### src/rtl/hamming_secded_13_8_encoder_if.sv
// Stream + injection-control bundle for the 13/8 SECDED encoder.
// Latency: n/a (wires only); the encoder registers every output it drives here.
// Backpressure: valid/ready on both the data input and the codeword output.
interface hamming_secded_13_8_encoder_if #(
    parameter int CNT_W = 16
);
    // Upstream data stream
    logic             in_valid;
    logic             in_ready;
    logic [7:0]       in_data;

    // Downstream codeword stream
    logic             out_valid;
    logic             out_ready;
    logic [12:0]      out_codeword;
    logic [7:0]       out_data;
    logic [4:0]       out_parity;

    // Error-injection control and status
    logic             inj_arm;
    logic [1:0]       inj_mode;
    logic [3:0]       inj_pos_a;
    logic [3:0]       inj_pos_b;
    logic             inj_pending;

    // Completed output handshakes
    logic [CNT_W-1:0] word_count;

    // Producer/consumer side that surrounds the encoder
    modport master (
        output in_valid, in_data, out_ready,
               inj_arm, inj_mode, inj_pos_a, inj_pos_b,
        input  in_ready, out_valid, out_codeword, out_data, out_parity,
               inj_pending, word_count
    );

    // Encoder side
    modport slave (
        input  in_valid, in_data, out_ready,
               inj_arm, inj_mode, inj_pos_a, inj_pos_b,
        output in_ready, out_valid, out_codeword, out_data, out_parity,
               inj_pending, word_count
    );
endinterface

### src/rtl/hamming_secded_13_8_encoder.sv
// Streaming Hamming(12,8)+overall-parity encoder with one-shot bit-flip injection and word counter.
// Latency: 1 cycle from input accept to out_valid; 1 word/cycle sustained.
// Backpressure: one-entry skid holds a word while the output is stalled; in_ready = !skid_full, registered.
module hamming_secded_13_8_encoder #(
    parameter int CNT_W = 16
) (
    input  logic                          clk,
    input  logic                          rst,
    hamming_secded_13_8_encoder_if.slave  bus
);

    // ------------------------------------------------------------------
    // Code construction
    // Bit i of the codeword is Hamming position i; bit 0 is overall parity.
    // Data sits at the non-power-of-two positions 3,5,6,7,9,10,11,12.
    // ------------------------------------------------------------------
    function automatic logic [12:0] encode(input logic [7:0] d);
        logic        p1;
        logic        p2;
        logic        p4;
        logic        p8;
        logic [12:0] cw;
        p1 = d[0] ^ d[1] ^ d[3] ^ d[4] ^ d[6];
        p2 = d[0] ^ d[2] ^ d[3] ^ d[5] ^ d[6];
        p4 = d[1] ^ d[2] ^ d[3] ^ d[7];
        p8 = d[4] ^ d[5] ^ d[6] ^ d[7];
        cw = {d[7:4], p8, d[3:1], p4, d[0], p2, p1, 1'b0};
        // Overall parity makes the full 13-bit word even
        cw[0] = ^cw[12:1];
        return cw;
    endfunction

    // Single-bit flip mask; positions beyond the codeword flip nothing
    function automatic logic [12:0] onehot_pos(input logic [3:0] pos);
        logic [12:0] m;
        m = '0;
        if (pos <= 4'd12) begin
            m[pos] = 1'b1;
        end
        return m;
    endfunction

    localparam logic [1:0] INJ_SINGLE = 2'b01;
    localparam logic [1:0] INJ_DOUBLE = 2'b10;

    // ------------------------------------------------------------------
    // State
    // ------------------------------------------------------------------
    logic             out_vld_q,  out_vld_d;
    logic [12:0]      out_cw_q,   out_cw_d;
    logic             skid_vld_q, skid_vld_d;
    logic [7:0]       skid_dat_q, skid_dat_d;
    logic             in_rdy_q,   in_rdy_d;
    logic             inj_pend_q, inj_pend_d;
    logic [12:0]      inj_mask_q, inj_mask_d;
    logic [CNT_W-1:0] cnt_q,      cnt_d;

    // ------------------------------------------------------------------
    // Handshake qualifiers
    // ------------------------------------------------------------------
    logic        in_acc;
    logic        out_hs;
    logic        out_free;
    logic        load_en;
    logic [7:0]  load_dat;
    logic [12:0] load_cw;
    logic        arm_vld;
    logic [12:0] arm_mask;

    assign in_acc   = bus.in_valid && in_rdy_q;
    assign out_hs   = out_vld_q && bus.out_ready;
    // Output register can take a new word this cycle (empty or draining)
    assign out_free = !out_vld_q || bus.out_ready;

    // Route words: skid drains first to keep FIFO order, otherwise input goes straight to output
    always_comb begin
        out_vld_d  = out_vld_q;
        skid_vld_d = skid_vld_q;
        skid_dat_d = skid_dat_q;
        load_en    = 1'b0;
        load_dat   = bus.in_data;
        if (out_free) begin
            if (skid_vld_q) begin
                load_en    = 1'b1;
                load_dat   = skid_dat_q;
                skid_vld_d = in_acc;
                if (in_acc) begin
                    skid_dat_d = bus.in_data;
                end
            end else if (in_acc) begin
                load_en  = 1'b1;
                load_dat = bus.in_data;
            end
            out_vld_d = load_en;
        end else if (in_acc) begin
            // Output is stalled: park the accepted word
            skid_vld_d = 1'b1;
            skid_dat_d = bus.in_data;
        end
        in_rdy_d = !skid_vld_d;
    end

    // Encode the word entering the output stage and apply any pending flips
    always_comb begin
        load_cw  = encode(load_dat) ^ (inj_pend_q ? inj_mask_q : 13'd0);
        out_cw_d = load_en ? load_cw : out_cw_q;
    end

    // Injection arming: a new arm in the same cycle as a load targets the following word
    always_comb begin
        arm_vld    = bus.inj_arm && ((bus.inj_mode == INJ_SINGLE) || (bus.inj_mode == INJ_DOUBLE));
        arm_mask   = onehot_pos(bus.inj_pos_a);
        if (bus.inj_mode == INJ_DOUBLE) begin
            arm_mask = arm_mask | onehot_pos(bus.inj_pos_b);
        end
        inj_pend_d = inj_pend_q;
        inj_mask_d = inj_mask_q;
        if (load_en) begin
            inj_pend_d = 1'b0;
        end
        if (arm_vld) begin
            inj_pend_d = 1'b1;
            inj_mask_d = arm_mask;
        end
    end

    // Count completed output handshakes, wrapping naturally
    always_comb begin
        cnt_d = cnt_q + {{(CNT_W-1){1'b0}}, out_hs};
    end

    // Pipeline and skid registers
    always_ff @(posedge clk) begin
        if (rst) begin
            out_vld_q  <= 1'b0;
            out_cw_q   <= '0;
            skid_vld_q <= 1'b0;
            skid_dat_q <= '0;
            in_rdy_q   <= 1'b0;
        end else begin
            out_vld_q  <= out_vld_d;
            out_cw_q   <= out_cw_d;
            skid_vld_q <= skid_vld_d;
            skid_dat_q <= skid_dat_d;
            in_rdy_q   <= in_rdy_d;
        end
    end

    // Injection settings register
    always_ff @(posedge clk) begin
        if (rst) begin
            inj_pend_q <= 1'b0;
            inj_mask_q <= '0;
        end else begin
            inj_pend_q <= inj_pend_d;
            inj_mask_q <= inj_mask_d;
        end
    end

    // Word counter register
    always_ff @(posedge clk) begin
        if (rst) begin
            cnt_q <= '0;
        end else begin
            cnt_q <= cnt_d;
        end
    end

    // ------------------------------------------------------------------
    // Outputs: data and parity fields are cut from the post-injection word
    // ------------------------------------------------------------------
    assign bus.in_ready     = in_rdy_q;
    assign bus.out_valid    = out_vld_q;
    assign bus.out_codeword = out_cw_q;
    assign bus.out_data     = {out_cw_q[12:9], out_cw_q[7:5], out_cw_q[3]};
    assign bus.out_parity   = {out_cw_q[8], out_cw_q[4], out_cw_q[2], out_cw_q[1], out_cw_q[0]};
    assign bus.inj_pending  = inj_pend_q;
    assign bus.word_count   = cnt_q;

endmodule

### src/flat_wrapper.sv
// flat-port wrapper written by rule: the top's interface ports become plain ports
module hamming_secded_13_8_encoder_flat 
#(
    parameter int CNT_W = 16
)
  (clk, rst, bus_in_valid, bus_in_data, bus_out_ready, bus_inj_arm, bus_inj_mode, bus_inj_pos_a, bus_inj_pos_b, bus_in_ready, bus_out_valid, bus_out_codeword, bus_out_data, bus_out_parity, bus_inj_pending, bus_word_count);
  hamming_secded_13_8_encoder_if #(.CNT_W(CNT_W)) bus_i ();
  input  logic clk;
  input  logic rst;
  input wire logic [$bits(bus_i.in_valid)-1:0] bus_in_valid;
  input wire logic [$bits(bus_i.in_data)-1:0] bus_in_data;
  input wire logic [$bits(bus_i.out_ready)-1:0] bus_out_ready;
  input wire logic [$bits(bus_i.inj_arm)-1:0] bus_inj_arm;
  input wire logic [$bits(bus_i.inj_mode)-1:0] bus_inj_mode;
  input wire logic [$bits(bus_i.inj_pos_a)-1:0] bus_inj_pos_a;
  input wire logic [$bits(bus_i.inj_pos_b)-1:0] bus_inj_pos_b;
  output wire logic [$bits(bus_i.in_ready)-1:0] bus_in_ready;
  output wire logic [$bits(bus_i.out_valid)-1:0] bus_out_valid;
  output wire logic [$bits(bus_i.out_codeword)-1:0] bus_out_codeword;
  output wire logic [$bits(bus_i.out_data)-1:0] bus_out_data;
  output wire logic [$bits(bus_i.out_parity)-1:0] bus_out_parity;
  output wire logic [$bits(bus_i.inj_pending)-1:0] bus_inj_pending;
  output wire logic [$bits(bus_i.word_count)-1:0] bus_word_count;
  assign bus_i.in_valid = bus_in_valid;
  assign bus_i.in_data = bus_in_data;
  assign bus_i.out_ready = bus_out_ready;
  assign bus_i.inj_arm = bus_inj_arm;
  assign bus_i.inj_mode = bus_inj_mode;
  assign bus_i.inj_pos_a = bus_inj_pos_a;
  assign bus_i.inj_pos_b = bus_inj_pos_b;
  assign bus_in_ready = bus_i.in_ready;
  assign bus_out_valid = bus_i.out_valid;
  assign bus_out_codeword = bus_i.out_codeword;
  assign bus_out_data = bus_i.out_data;
  assign bus_out_parity = bus_i.out_parity;
  assign bus_inj_pending = bus_i.inj_pending;
  assign bus_word_count = bus_i.word_count;
  hamming_secded_13_8_encoder #(.CNT_W(CNT_W)) u_core (.clk(clk), .rst(rst), .bus(bus_i));
endmodule
### config.mk
export PLATFORM = sky130hd
export DESIGN_NAME = hamming_secded_13_8_encoder_flat
export DESIGN_NICKNAME = d
export VERILOG_FILES = /design/src/rtl/hamming_secded_13_8_encoder_if.sv /design/src/rtl/hamming_secded_13_8_encoder.sv /design/src/flat_wrapper.sv
export SDC_FILE = /design/constraint.sdc
export NUM_CORES = 1
export LEC_CHECK = 0
export ABC_AREA = 1
export CORE_ASPECT_RATIO = 0.7
export CORE_UTILIZATION = 50
export CTS_CLUSTER_DIAMETER = 80
export DETAILED_ROUTE_END_ITERATION = 8
export GPL_ROUTABILITY_DRIVEN = 0
export HOLD_SLACK_MARGIN = 0.06
export PLACE_DENSITY_LB_ADDON = 0.2
export SLEW_MARGIN = 20
export SYNTH_ARGS = -nofsm -noshare
export SYNTH_HDL_FRONTEND = slang
export SYNTH_SLANG_ARGS = --single-unit
### constraint.sdc
create_clock -name clk -period 2.6 [get_ports clk]
set_clock_uncertainty 0.05 [all_clocks]
set_input_delay 0.65 -clock clk [delete_from_list [all_inputs] [get_ports clk]]
set_output_delay 0.65 -clock clk [all_outputs]
set_load 0.01 [all_outputs]
==> impl_results.md, run 1 <==
* IR drop worst, VDD at 310.4 µV
* Pwr per Cell Area at 476.9 nW/µm²
* Biggest cell delay along the critical path at 0.47 ns
* Vias in the first global route at 2691
* CP Max Fanout at 3
* Most common cell after layout, fill and taps aside: nand2_1
* Min-Delay Path Depth at 2
* Count of different cell masters after synthesis at 34
* Gate power share at 20.3%
* Syn Inst Count at 443
* Starting DRT DRC Count at 177
* Max clock buf depth at 2
* Post-detail-place hpwl at 5371 µm
* Worst path slowest cell: clkdlybuf4s50_1
* Most frequent cells in the layout: 93 x nand2_1, 67 x clkdlybuf4s50_1, 55 x inv_1
* Worst skew pair latency at 0.31 ns
* Final Cycle Share at 94.13%
* FF-to-FF Start: u_core.bus.out_valid$_SDFFE_PP0N_
* Die extent in x at 94.51 µm
* Outcome: finished clean
* Routed len/inst at 12.08 µm
* Max Cap Viol at 0
* Worst slew pin tran at 0.4504 ns
* Post-route ant nets at 0
* Crit path max-delay family: simple AND/OR/NAND/NOR gates
* Initial antenna violation count at 0
* Mapped cell area at 2995 µm²
* Crit Path Category: in2reg
* All-Layer GR Usage at 24.03%
* Setup TNS at 0 ns
* H-tree depth at 2
* P&R area growth vs syn at 27.74%
* Top Ports at 68
* DRC at 0
* Worst reg-to-reg path cell count at 13
* Input/output buffers at 67
* CTS buffer count at 5
* Proportion of layout cells with a drive suffix above 1 at 8.841%
* # diodes at 0
* Gr ovfl total at 0
* Final setup margin at 0.1527 ns
* Setup violations, final at 0
* Seq cells post-synth at 54
* Chip Height at 66.76 µm
* Slew margin rel. at 69.74%
* TritonCTS clock tree: built
* Internal power at 0.001329 W
* Seq pwr share at 49.2%
* Post-synth EDFFs at 0
* Flop-to-flop setup slack at 0.53 ns
* Final WL at 7053 µm
* Starting Density at 52.04%
* CP bufs+invs at 2
* Row count at 23
* Fin. Hold Viols at 0
* Via count at 3019
* Sw Pwr at 0.0004955 W
* Crit path launch type: input port
* Top_reg_cell synth: dfxtp_1
* Post-Place Setup Slack at -0.2469 ns
* Synth Net Count at 469
* Core ar. at 5756 µm²
* Pre-antenna DRT Iters at 5
* Critical path arrival at 2.60 ns
* Sw Ratio at 27.16%
* CP Capture Type: flop
* Largest net degree at the start of global routing at 37
* Yosys Warn Count at 0
* Post-synth ARST share at 0%
* Hold EP: u_core.bus.word_count[8]$_SDFF_PP0_
* LEAKAGE at 1.699 nW
* Clock transition at path regs at 0.09 ns
* Final Critical Period at 2.447 ns
* Avg Synthesized Cell Area at 6.762 µm²
* Reg2reg end: u_core.bus.word_count[14]$_SDFF_PP0_
* Total die area at 6309 µm²
* Register area share after synthesis at 36.09%
* Slew Limit Fails at 0
* Hold Path Origin: u_core.bus.word_count[8]$_SDFF_PP0_
* Critical Path RT at 2.75 ns
* Hold Path Class: reg2reg
* CTS root buffer: clkbuf_8
* CP Launch Point: bus_out_ready
* Cells along the critical path: clkdlybuf4s50_1, nand2_1, inv_1, ha_1, ha_1, nand2_1, nor2_2, nand2_1, nor2_2, nand4_1, nor2_2, nand3_1, nor3b_2, nor3_1
* Clock share of power at 30.5%
* Clk sinks at 54
* Via-per-instance ratio at 5.170
* # nets final at 534
* First-pass GRT wire length at 11700 µm
* Fmax at 408.6 MHz
[power by group through the flow]
stage | Combinational [W] | Clock (W) | Sequential, W
6_report | 0.000370 | 0.000557 | 0.000898
5_1_grt | 0.000414 | 0.000606 | 0.000903
4_1_cts | 0.000369 | 0.000575 | 0.000897
3_5_place_dp | 0.000368 | 0 | 0.000916
3_3_place_gp | 0.000358 | 0 | 0.000915
2_1_floorplan | 0.000220 | 0 | 0.000917
[kinds of logic after synthesis]
logic type | after synthesis | share of synthesized area (%)
buf+inv | 85 | 14.20
simple gates | 212 | 31.45
xor+xnor | 6 | 1.754
fa+ha+maj | 3 | 1.253
compound gates | 83 | 15.25
flops | 54 | 36.09
[state kept, by name, summed over array words and instances, names as in the netlist]
signal,flops
u_core.bus.word_count,16
u_core.bus.out_codeword,13
u_core.inj_mask_q,13
u_core.skid_dat_q,8
u_core.bus.in_ready,1
u_core.bus.inj_pending,1
u_core.bus.out_valid,1
u_core.skid_vld_q,1
[repair_timing]
item / in CTS / in global routing
setup buffers: 0 / 2
hold buffers: 0 / 0
setup endpoints to repair: 0 / 2
resized for setup: 0 / 4
[layout make-up]
cell class,count,area (µm²)
Clock buffer,6,72.57
Clock inverter,2,37.54
Fill cell,518,1929
Inverter,57,214.0
Multi-Input combinational cell,304,1501
Sequential cell,54,1081
Tap cell,75,93.84
Timing Repair Buffer,86,825.8
[through the flow]
stage | hold slack, ns | utilization [%] | power [W] | instances | area [µm²]
after detailed placement | 0.4242 | 64.09 | 0.001284 | 574 | 3689
after CTS | 0.4394 | 66.00 | 0.001842 | 582 | 3799
after global routing | 0.4844 | 66.48 | 0.001923 | 584 | 3826
final | 0.4398 | 66.48 | 0.001825 | 584 | 3826
after floorplan | 0.4268 | - | 0.001138 | 443 | 2995
after global placement | 0.4166 | 64.09 | 0.001273 | 574 | 3689
[worst max-delay path by stage]
stage                     slack [ns]                                   end  depth (start not counted)
after floorplan                 0.36  u_core.bus.word_count[14]$_SDFF_PP0_                         13
after global placement         -0.13  u_core.bus.word_count[14]$_SDFF_PP0_                         14
after detailed placement       -0.25  u_core.bus.word_count[14]$_SDFF_PP0_                         14
after CTS                       0.09  u_core.bus.word_count[14]$_SDFF_PP0_                         14
after global routing          -0.008  u_core.bus.word_count[14]$_SDFF_PP0_                         14
final                           0.15  u_core.bus.word_count[14]$_SDFF_PP0_                         14
[cell usage after synthesis (6+ instances only)]
master	number	area share [%]
nand2_1	93	12
clkbuf_1	6	0.75
nand3b_1	7	1.8
inv_1	55	6.9
buf_4	13	3.3
dfxtp_1	54	36
nand3_1	30	5.0
o21ai_0	38	6.3
nor3_1	7	1.2
nand2_2	10	2.1
a21oi_1	30	5.0
nor2_1	52	6.5
o221ai_1	8	2.3
[layer usage]
metal  global-route usage [%]  wire, µm
met2                    40.76      3186
met4                    8.523        97
met5                        0         0
met3                    4.566       490
met1                    30.55      3279
[worst reg2reg max path: cells and delay by family, from the launching register on]
family        cells  cell delay, ns
buf+inv           1            0.06
flops             1            0.42
fa+ha+maj         2            0.32
simple gates     10            1.12
Note: power is estimated with default switching activity, not from simulation.
==> inputs of run 2 (changes only) <==
RECOVER_POWER = 25   (was unset)
==> run 2 against run 1 <==
- cell count stayed put
- clock-buffer cell count unchanged
- cell area did not move
- first-iteration DRC count unchanged
- sequential share of layout area stayed put
- die area stayed put
- sequential power is essentially flat
==> impl_results.md, run 2 (synthesized netlist as in run 1, its figures left out) <==
* Final Cycle Share at 94.04% (about the same)
* Reg2reg end: u_core.bus.word_count[14]$_SDFF_PP0_
* Fin. Hold Viols at 0 (unchanged)
* Max reg flops at 16 (unchanged)
* Initial antenna violation count at 0 (unchanged)
* Starting Density at 52.04% (unchanged)
* Chip Height at 66.76 µm (unchanged)
* IR drop worst, VDD at 315.1 µV (+1.5%)
* Max Cap Viol at 0 (unchanged)
* Most frequent cells in the layout: 93 x nand2_1, 55 x inv_1, 54 x dfxtp_1
* Clk sinks at 54 (unchanged)
* Seq pwr share at 49.3% (about the same)
* Pwr per Cell Area at 476.1 nW/µm² (-0.18%)
* Largest net degree at the start of global routing at 37 (unchanged)
* Starting DRT DRC Count at 177 (unchanged)
* Gate power share at 20.0% (-0.3 points)
* Tot Pwr at 0.001821 W (-0.18%)
* Setup violations, final at 0 (unchanged)
* Final WL at 7046 µm (about the same)
* Crit path launch type: input port
* Core ar. at 5756 µm² (unchanged)
* Gr ovfl total at 0 (unchanged)
* Hold Path Class: reg2reg
* # nets final at 534 (unchanged)
* Internal power at 0.001324 W (-0.39%)
* Sw Pwr at 0.0004975 W (+0.39%)
* CP Capture Type: flop
* CTS buffer count at 5 (unchanged)
* Most common cell after layout, fill and taps aside: nand2_1
* Placed insts at 574 (unchanged)
* Die extent in x at 94.51 µm (unchanged)
* Critical Path RT at 2.75 ns (about the same)
* Via count at 3006 (-0.43%)
* Vias in the first global route at 2691 (unchanged)
* LEAKAGE at 1.742 nW (+2.5%)
* Sw Ratio at 27.31% (+0.15 points)
* DRC at 0 (unchanged)
* FF-to-FF Start: u_core.bus.out_valid$_SDFFE_PP0N_
* Top Ports at 68 (unchanged)
* Finished Layout Cells at 584 (unchanged)
* Flop-to-flop setup slack at 0.53 ns (about the same)
* Proportion of layout cells with a drive suffix above 1 at 8.841% (unchanged)
* Clock share of power at 30.7% (+0.2 points)
* All-Layer GR Usage at 24.03% (unchanged)
* Pre-antenna DRT Iters at 5 (unchanged)
* Hold EP: u_core.bus.word_count[8]$_SDFF_PP0_
* Hold_buf cts at 0 (unchanged)
* CTS root buffer: clkbuf_8
* Fmax at 409.0 MHz (about the same)
* Routed len/inst at 12.07 µm (about the same)
* Hold Path Origin: u_core.bus.word_count[8]$_SDFF_PP0_
* Slew Limit Fails at 0 (unchanged)
* Post-detail-place hpwl at 5371 µm (unchanged)
* H-tree depth at 2 (unchanged)
* Final Critical Period at 2.445 ns (-0.002266 ns)
* Slew margin rel. at 72.25% (+2.5 points)
* Post-route ant nets at 0 (unchanged)
* Crit Path Category: in2reg
* Input/output buffers at 67 (unchanged)
* Worst slew pin tran at 0.4131 ns (-0.03725 ns)
* Worst reg-to-reg path cell count at 13 (unchanged)
* First-pass GRT wire length at 11700 µm (unchanged)
* Critical path arrival at 2.59 ns (about the same)
* # diodes at 0 (unchanged)
* Row count at 23 (unchanged)
* Total die area at 6309 µm² (unchanged)
* Min-Delay Path Depth at 2 (unchanged)
* Clock transition at path regs at 0.09 ns (about the same)
* TritonCTS clock tree: built
* Via-per-instance ratio at 5.147 (-0.43%)
* P&R area growth vs syn at 27.74% (unchanged)
* CP Max Fanout at 3 (unchanged)
* Worst skew pair latency at 0.31 ns (about the same)
* Max clock buf depth at 2 (unchanged)
* Outcome: finished clean
run 2: cell count changes in the layout (fill, tap and decap cells not counted):
cell,previous run,this run
clkdlybuf4s50_1,67,51
dlygate4sd3_1,0,16
run 2: power groups by stage:
| stage | sequential (W) | clock (W) | combinational, W |
|---|---|---|---|
| 2_1_floorplan | 0.000917 | 0 | 0.000220 |
| 3_3_place_gp | 0.000915 | 0 | 0.000358 |
| 3_5_place_dp | 0.000916 | 0 | 0.000368 |
| 4_1_cts | 0.000897 | 0.000575 | 0.000369 |
| 5_1_grt | 0.000902 | 0.000606 | 0.000409 |
| 6_report | 0.000897 | 0.000560 | 0.000365 |
run 2: metrics by stage:
| stage | hold slack, ns | setup TNS (ns) | setup WS (ns) | cell area [µm²] | util, % |
|---|---|---|---|---|---|
| global route | 0.4844 | -0.008449 | -0.008449 | 3826 | 66.48 |
| finish | 0.4416 | 0 | 0.1550 | 3826 | 66.48 |
| detailed placement | 0.4242 | -0.5383 | -0.2469 | 3689 | 64.09 |
| floorplan | 0.4268 | 0 | 0.3649 | 2995 | - |
| CTS | 0.4394 | 0 | 0.08544 | 3799 | 66.00 |
| global placement | 0.4166 | -0.1936 | -0.1304 | 3689 | 64.09 |
run 2: worst max path at each step:
stage / from / end / cells past startpoint
3_5_place_dp: bus_out_ready / u_core.bus.word_count[14]$_SDFF_PP0_ / 14
2_1_floorplan: bus_out_ready / u_core.bus.word_count[14]$_SDFF_PP0_ / 13
6_report: bus_out_ready / u_core.bus.word_count[14]$_SDFF_PP0_ / 14
5_1_grt: bus_out_ready / u_core.bus.word_count[14]$_SDFF_PP0_ / 14
3_3_place_gp: bus_out_ready / u_core.bus.word_count[14]$_SDFF_PP0_ / 14
4_1_cts: bus_out_ready / u_core.bus.word_count[14]$_SDFF_PP0_ / 14
run 2: final cells by class:
cell class | count | area [µm²]
clock buffers | 6 | 72.57
clock inverters | 2 | 37.54
fillers | 518 | 1929
inverters | 57 | 214.0
multi-input cells | 304 | 1501
flip-flops and latches | 54 | 1081
well taps | 75 | 93.84
repair buffers | 86 | 825.8
run 2: routing by layer:
layer	vias up	track usage (%)	share of wire, %
met1	1320	30.55	47
met2	117	40.76	45
li1	1557	-	-
met5	-	0	0
met3	12	4.566	6.9
met4	0	8.523	1.2
run 2: worst max-delay path, stage by stage:
cell and delay (ns):
clkdlybuf4s50_1 0.47, nand2_1 0.05, inv_1 0.06, ha_1 0.16, ha_1 0.16, nand2_1 0.08, nor2_2 0.11, nand2_1 0.07
nor2_2 0.11, nand4_1 0.15, nor2_2 0.18, nand3_1 0.12, nor3b_2 0.17, nor3_1 0.06
run 2: what timing repair did:
| action | in CTS | in global routing |
|---|---|---|
| gates resized for setup | 0 | 4 |
| setup endpoints to repair | 0 | 2 |
| buffers inserted | 0 | 2 |
